### config.mk
export PLATFORM = sky130hd
export DESIGN_NAME = nabp_image_ram_scheduler
export DESIGN_NICKNAME = d
export VERILOG_FILES = /design/src/rtl/nabp_image_ram_scheduler.sv
export SDC_FILE = /design/constraint.sdc
export NUM_CORES = 1
export LEC_CHECK = 0
export CAP_MARGIN = 5
export CORE_MARGIN = 2
export CORE_UTILIZATION = 25
export CTS_CLUSTER_DIAMETER = 150
export DETAILED_ROUTE_END_ITERATION = 10
export PLACE_DENSITY = 0.74
export SLEW_MARGIN = 10
export SYNTH_ARGS = -nofsm -noshare
export SYNTH_HDL_FRONTEND = slang
export SYNTH_SLANG_ARGS = --single-unit
### constraint.sdc
create_clock -name clk -period 4.6 [get_ports clk]
set_input_delay 1.15 -clock clk [delete_from_list [all_inputs] [get_ports clk]]
set_output_delay 1.15 -clock clk [all_outputs]
set_load 0.02 [all_outputs]
### src/rtl/nabp_image_ram_scheduler.sv
// Image RAM owner for the backprojection engine.
// Each run is clear (zero-fill) -> wait for addresser -> stream PE output.
// Between runs the RAM serves host readout through a 1-cycle-latency read.
module nabp_image_ram_scheduler #(
  parameter int IMAGE_SIZE = 128,
  parameter int ADDR_W     = 14,
  parameter int DATA_W     = 16
) (
  input  logic              clk,
  input  logic              reset_n,
  input  logic              hs_kick,
  output logic              hs_busy,
  output logic              hs_done,
  input  logic              hs_rd_req,
  input  logic [ADDR_W-1:0] hs_rd_addr,
  output logic              hs_rd_gnt,
  output logic              hs_rd_valid,
  output logic [DATA_W-1:0] hs_rd_data,
  output logic              ia_kick,
  input  logic              ia_ir_kick,
  input  logic              ia_ir_done,
  input  logic              ia_addr_valid,
  input  logic [ADDR_W-1:0] ia_addr,
  output logic              ir_enable,
  input  logic              pe_valid,
  input  logic [DATA_W-1:0] pe_data,
  output logic              ram_en,
  output logic              ram_we,
  output logic [ADDR_W-1:0] ram_addr,
  output logic [DATA_W-1:0] ram_wdata,
  input  logic [DATA_W-1:0] ram_rdata
);

  localparam int unsigned       NPIX      = IMAGE_SIZE * IMAGE_SIZE;
  localparam logic [ADDR_W-1:0] LAST_ADDR = ADDR_W'(NPIX - 1);

  typedef enum logic [1:0] {
    IDLE,
    CLEAR,
    BP_WAIT,
    BP_RUN
  } state_t;

  state_t            state;
  logic [ADDR_W-1:0] clr_addr;
  logic              run_write;

  // Sequencer state, clear counter and registered pulse outputs.
  always_ff @(posedge clk) begin
    if (!reset_n) begin
      state       <= IDLE;
      clr_addr    <= '0;
      hs_done     <= 1'b0;
      hs_rd_valid <= 1'b0;
      ia_kick     <= 1'b0;
    end else begin
      hs_done     <= 1'b0;
      ia_kick     <= 1'b0;
      // A read granted alongside hs_kick still returns in the first CLEAR cycle.
      hs_rd_valid <= (state == IDLE) && hs_rd_req;
      unique case (state)
        IDLE: begin
          if (hs_kick) begin
            state    <= CLEAR;
            clr_addr <= '0;
          end
        end
        CLEAR: begin
          if (clr_addr == LAST_ADDR) begin
            state   <= BP_WAIT;
            ia_kick <= 1'b1;
          end else begin
            clr_addr <= clr_addr + 1'b1;
          end
        end
        BP_WAIT: begin
          if (ia_ir_kick) state <= BP_RUN;
        end
        BP_RUN: begin
          if (ia_ir_done && pe_valid) begin
            state   <= IDLE;
            hs_done <= 1'b1;
          end
        end
        default: state <= IDLE;
      endcase
    end
  end

  assign run_write = pe_valid && ia_addr_valid;

  // RAM port mux: exactly one master per state, idle outputs forced to zero.
  always_comb begin
    hs_busy   = (state != IDLE);
    hs_rd_gnt = 1'b0;
    ir_enable = 1'b0;
    ram_en    = 1'b0;
    ram_we    = 1'b0;
    ram_addr  = '0;
    ram_wdata = '0;
    unique case (state)
      IDLE: begin
        hs_rd_gnt = hs_rd_req;
        if (hs_rd_req) begin
          ram_en   = 1'b1;
          ram_addr = hs_rd_addr;
        end
      end
      CLEAR: begin
        ram_en   = 1'b1;
        ram_we   = 1'b1;
        ram_addr = clr_addr;
      end
      BP_WAIT: begin
        ram_en = 1'b0;
      end
      BP_RUN: begin
        ir_enable = pe_valid;
        if (run_write) begin
          ram_en    = 1'b1;
          ram_we    = 1'b1;
          ram_addr  = ia_addr;
          ram_wdata = pe_data;
        end
      end
      default: ram_en = 1'b0;
    endcase
  end

  // Read data is passed straight from the RAM during the valid cycle.
  always_comb begin
    hs_rd_data = '0;
    if (hs_rd_valid) hs_rd_data = ram_rdata;
  end

endmodule

* Word level (Yosys, flattened, before mapping)
Cells that the tools add are included.
** Storage, ports and cells
- Flip-flop bits (word level) :: 19
- Word-level logic and storage cells :: 47
- Output and inout bits :: 54
** Cells by class
- Equality and inequality tests :: 9
- Multiplexer cells :: 22
- Add/subtract/negate cells :: 1
- Reduce and logical (&&, ||, !) cells :: 10
** Operator list (count)
- 14-bit two-way mux :: 4
- 16-bit two-way mux :: 3
- 14-bit case mux with 3 select lines :: 1
- 14-bit case mux with 2 select lines :: 1
- 14-bit by 1-bit adder with 14-bit output (second input constant) :: 1
- 14-bit equality test (second input constant) :: 1
- 2-bit inequality test (second input constant) :: 5
- 2-bit two-way mux :: 4
- 2-bit case mux with 4 select lines :: 1
- 1-bit two-way mux :: 6
- 2-bit equality test (second input constant) :: 2
- 1-bit case mux with 4 select lines :: 1
- 2-bit AND reduction :: 2
- 4-bit AND reduction :: 1
- 2-bit nonzero test :: 2
- 1-bit logical AND :: 3
- 3-bit AND reduction :: 1
- 2-bit by 1-bit equality test with 1-bit output (second input constant) :: 1
- 2-bit logical NOT :: 1
- 1-bit case mux with 2 select lines :: 1

* Depth between registers and ports, before layout
- Word-level depth :: 3
- Mapped depth :: 8
- Mapped depth without buffers :: 6

* Worst setup path after synthesis
Ideal clock, no wire load.
- Path type :: input -> output
- Start :: input hs_rd_req
- End :: output ram_addr[10]
- Cell stages on the path :: 5
- Path buffers :: 2
- Path slack :: 1.147 ns
- Data required time :: 3.450 ns
- Data arrival time :: 2.303 ns
- Cells stage by stage :: and2_1 clkbuf_1 clkbuf_1 a222oi_1 nor2_1
** On the way
- Word-level cells in the longest chain between the ends :: 2
** RTL lines
- from (decl) :: RTL line 14 : input logic hs_rd_req,
- 14-bit two-way mux :: RTL line 104 : if (hs_rd_req) begin
- 14-bit case mux with 3 select lines :: RTL line 101 : unique case (state)
- to (decl) :: RTL line 29 : output logic [ADDR_W-1:0] ram_addr,
No other way between the ends.

* Final worst setup path
- Start :: input pe_valid
- End :: output ram_addr[6]
** On the way
- Word-level cells in the longest chain between the ends :: 3
** RTL lines
- from (decl) :: RTL line 25 : input logic pe_valid,
- 1-bit logical AND :: RTL line 90 : assign run_write = pe_valid && ia_addr_valid;
- 14-bit two-way mux :: RTL line 119 : if (run_write) begin
- 14-bit case mux with 3 select lines :: RTL line 101
No other way between the ends.

==> flow_metrics.env <==
export IMPL_outcome="finished clean"
export IMPL_fmax_mhz=243
export IMPL_cp_num_buf_inv=3
export IMPL_viasPerCell=5.30
export IMPL_reg2reg_from="state[1]"
export IMPL_min_path_type="reg -> reg"
export IMPL_clock_power_share=0.130
export IMPL_worst_slew_pin_slew_ns=0.898
export IMPL_drt_wl_total_mm=5.81
export IMPL_design_portCount=122
export IMPL_gr_usage_all_layers=0.159
export IMPL_leakage_uw=0.00110
export IMPL_coreArea_um2=6350
export IMPL_critPathCaptureType="primary output"
export IMPL_p_per_area_nw_per_um2=314
export IMPL_gp_congestion=0.876
export IMPL_antenna_found_initial=0
export IMPL_hold_viol_final=0
export IMPL_dieWidth_um=85
export IMPL_htreeDepth=1
export IMPL_path_cells="clkdlybuf4s50_1 > and3_1 > buf_4 > a222oi_1 > nor2_1 > clkdlybuf4s50_1"
export IMPL_place_hpwl_mm=4.59
export IMPL_finalClockSkew_ns=0.00167
export IMPL_worstPathRequired_ns=3.45
export IMPL_nFillCells=613
export IMPL_crit_slowest_cell="clkdlybuf4s50_1"
export IMPL_start_util=0.258
export IMPL_syn_nets=284
export IMPL_fp_dieH_um=85
export IMPL_reg2reg_depth=6
export IMPL_min_period_ns=4.11
export IMPL_avgSynthCellArea_um2=7.81
export IMPL_ys_seq_area_frac=0.232
export IMPL_path_common_cell="clkdlybuf4s50_1"
export IMPL_synth_cells=210
export IMPL_startpoint="pe_valid"
export IMPL_yosysWarningCount=0
export IMPL_cts_tree="built"
export IMPL_path_depth=6
export IMPL_drive_above_1_share=0.0402
export IMPL_synth_seq_cells=19
export IMPL_pwr_share_seq=0.210
export IMPL_post_cts_buffers=0
export IMPL_grt_max_degree=32
export IMPL_first_iter_violations=85
export IMPL_cp_top_family="buffers and inverters"
export IMPL_ctsResizeCount=0
export IMPL_rsz0062_at_grt="no"
export IMPL_synth_area_um2=1640
export IMPL_multi_input_area_um2=1170
export IMPL_nets=398
export IMPL_finalCritPeriodShare=0.893
export IMPL_cts_buffers_inserted=3
export IMPL_dpl_cell_count=396
export IMPL_combPwrFrac=0.661
export IMPL_reg2reg_to="clr_addr[2]"
export IMPL_first_global_vias=2017
export IMPL_first_pass_iters=4
export IMPL_vdd_drop_max_mv=0.146
export IMPL_synth_ff_type="dfxtp_1"
export IMPL_clk_pin_slew_worst_paths_ns=0.07
export IMPL_io_buffers=121
export IMPL_reg2reg_setup_slack_ns=2.02
export IMPL_cp_arrival_ns=2.96
export IMPL_start_kind="input pin"
export IMPL_path_max_fanout=31
export IMPL_synth_async_reset_ratio=0
export IMPL_cts_hold_buf=0
export IMPL_seqCellArea_um2=380
export IMPL_internal_power_uw=522
export IMPL_slew_headroom=0.384
export IMPL_hold_depth=2
export IMPL_synth_edff_count=0
export IMPL_worstSetupPathType="in -> out"
export IMPL_insertion_delay_ns=0.26
export IMPL_cpPeakStageDelay_ns=0.62
export IMPL_grt_overflow=0
export IMPL_finalSetupViolCount=0
export IMPL_critPathCapture="ram_addr[6]"
export IMPL_tns_ns=0
export IMPL_vias=2120
export IMPL_power_uw=930
export IMPL_insertedDiodeCount=0
export IMPL_cts_root_buffer="clkbuf_8"
export IMPL_grt_pass1_wl_mm=9.56
export IMPL_slew_viol_final=0
export IMPL_dieArea_um2=7230
export IMPL_area_growth_syn_to_layout_pct=80.5
export IMPL_wl_per_cell_um=14.5
export IMPL_rows=29
export IMPL_antenna_left=0
export IMPL_maxCapViolCount=0
export IMPL_p_switching_uw=408
export IMPL_fin_cells=400
export IMPL_clock_sinks=19
export IMPL_p_sw_frac=0.439
export IMPL_cts_buffer_depth=2
export IMPL_synth_cell_types=43
export IMPL_drc_errors=0
==> cell usage in the layout (no fill, tap or decap), types with 5 or more instances in the layout <==
cell | netlist | routed
a31oi_1 | 7 | 7
clkdlybuf4s50_1 | 0 | 121
nor2_1 | 17 | 17
dfxtp_1 | 19 | 19
and3_1 | 7 | 7
ha_1 | 6 | 6
o21ai_1 | 6 | 6
nand2_1 | 10 | 10
inv_1 | 6 | 6
a222oi_1 | 14 | 14
nor4_1 | 5 | 5
nand3_1 | 8 | 8
nand4_1 | 7 | 7
and2_1 | 34 | 34
==> worst min-delay path by stage <==
stage / start / endpoint / slack [ns]
finish: state[0] / state[0] / 0.53
global route: state[0] / state[0] / 0.55
CTS: state[0] / state[0] / 0.52
detailed placement: state[0] / state[0] / 0.51
global placement: state[0] / state[0] / 0.48
floorplan: state[0] / state[0] / 0.47
==> through the flow <==
stage | util | cell area, um2 | worst slack, ns | hold WS, ns
finish | 0.466 | 2960 | 0.492 | 0.527
global route | 0.466 | 2960 | 0.341 | 0.545
detailed placement | 0.459 | 2920 | 0.486 | 0.509
global placement | 0.459 | 2920 | 0.482 | 0.482
CTS | 0.466 | 2960 | 0.467 | 0.517
floorplan | - | 1640 | 1.15 | 0.469
==> per-layer routing <==
| metal | share of wire | global-route usage |
|---|---|---|
| met2 | 0.48 | 0.274 |
| met5 | 0 | 0 |
| met3 | 0.12 | 0.0467 |
| met4 | 0.011 | 0.0476 |
| met1 | 0.39 | 0.191 |
==> state kept, by name, indices dropped and copies added (netlist names) <==
signal,cells
clr_addr,14
hs_rd_valid,1
hs_done,1
state,2
ia_kick,1
==> cell type report <==
cell class / instances / area share
Timing Repair Buffer: 125 / 0.419
Multi-Input combinational cell: 168 / 0.396
Sequential cell: 19 / 0.128
Tap cell: 77 / 0.0325
Clock buffer: 4 / 0.0152
Inverter: 7 / 0.00888
==> logic make-up after synthesis <==
logic type      share of synthesized area
mux                                0.0252
fa+ha+maj                          0.0458
flops                               0.232
buf+inv                            0.0542
compound gates                      0.250
simple gates                        0.393
==> power groups by stage <==
stage               logic [uW]  clock network [uW]  registers, uW
global route               666                 129            200
finish                     615                 121            195
CTS                        619                 121            196
floorplan                  352                   0            194
global placement           612                   0            198
detailed placement         616                   0            199
==> worst min-delay path, delay by kind of cell (launching register included) <==
family           cells  cell delay, ns
AND/OR/NAND/NOR      1            0.07
multiplexers         1            0.06
flip-flops           1            0.35
==> synth_stat cells (all sizes together) (2+ instances only) <==
| cell | number | area share |
|---|---|---|
| nand3 | 8 | 0.024 |
| nand4 | 9 | 0.053 |
| a31oi | 7 | 0.027 |
| inv | 7 | 0.016 |
| and2 | 34 | 0.13 |
| o31ai | 2 | 0.0092 |
| clkbuf | 12 | 0.027 |
| ha | 6 | 0.046 |
| nor4 | 6 | 0.032 |
| nor2 | 17 | 0.039 |
| or4 | 2 | 0.0092 |
| nand2b | 3 | 0.011 |
| a211oi | 2 | 0.0092 |
| o21ai | 8 | 0.024 |
| nand4b | 2 | 0.011 |
| o211ai | 4 | 0.018 |
| dfxtp | 19 | 0.23 |
| mux2i | 3 | 0.018 |
| nor2b | 2 | 0.0076 |
| a222oi | 14 | 0.085 |
| and3 | 7 | 0.027 |
| a311oi | 3 | 0.016 |
| nor3 | 3 | 0.0092 |
| buf | 4 | 0.011 |
| nand2 | 10 | 0.023 |
| a21oi | 4 | 0.012 |
(Power assumes the default switching activity.)
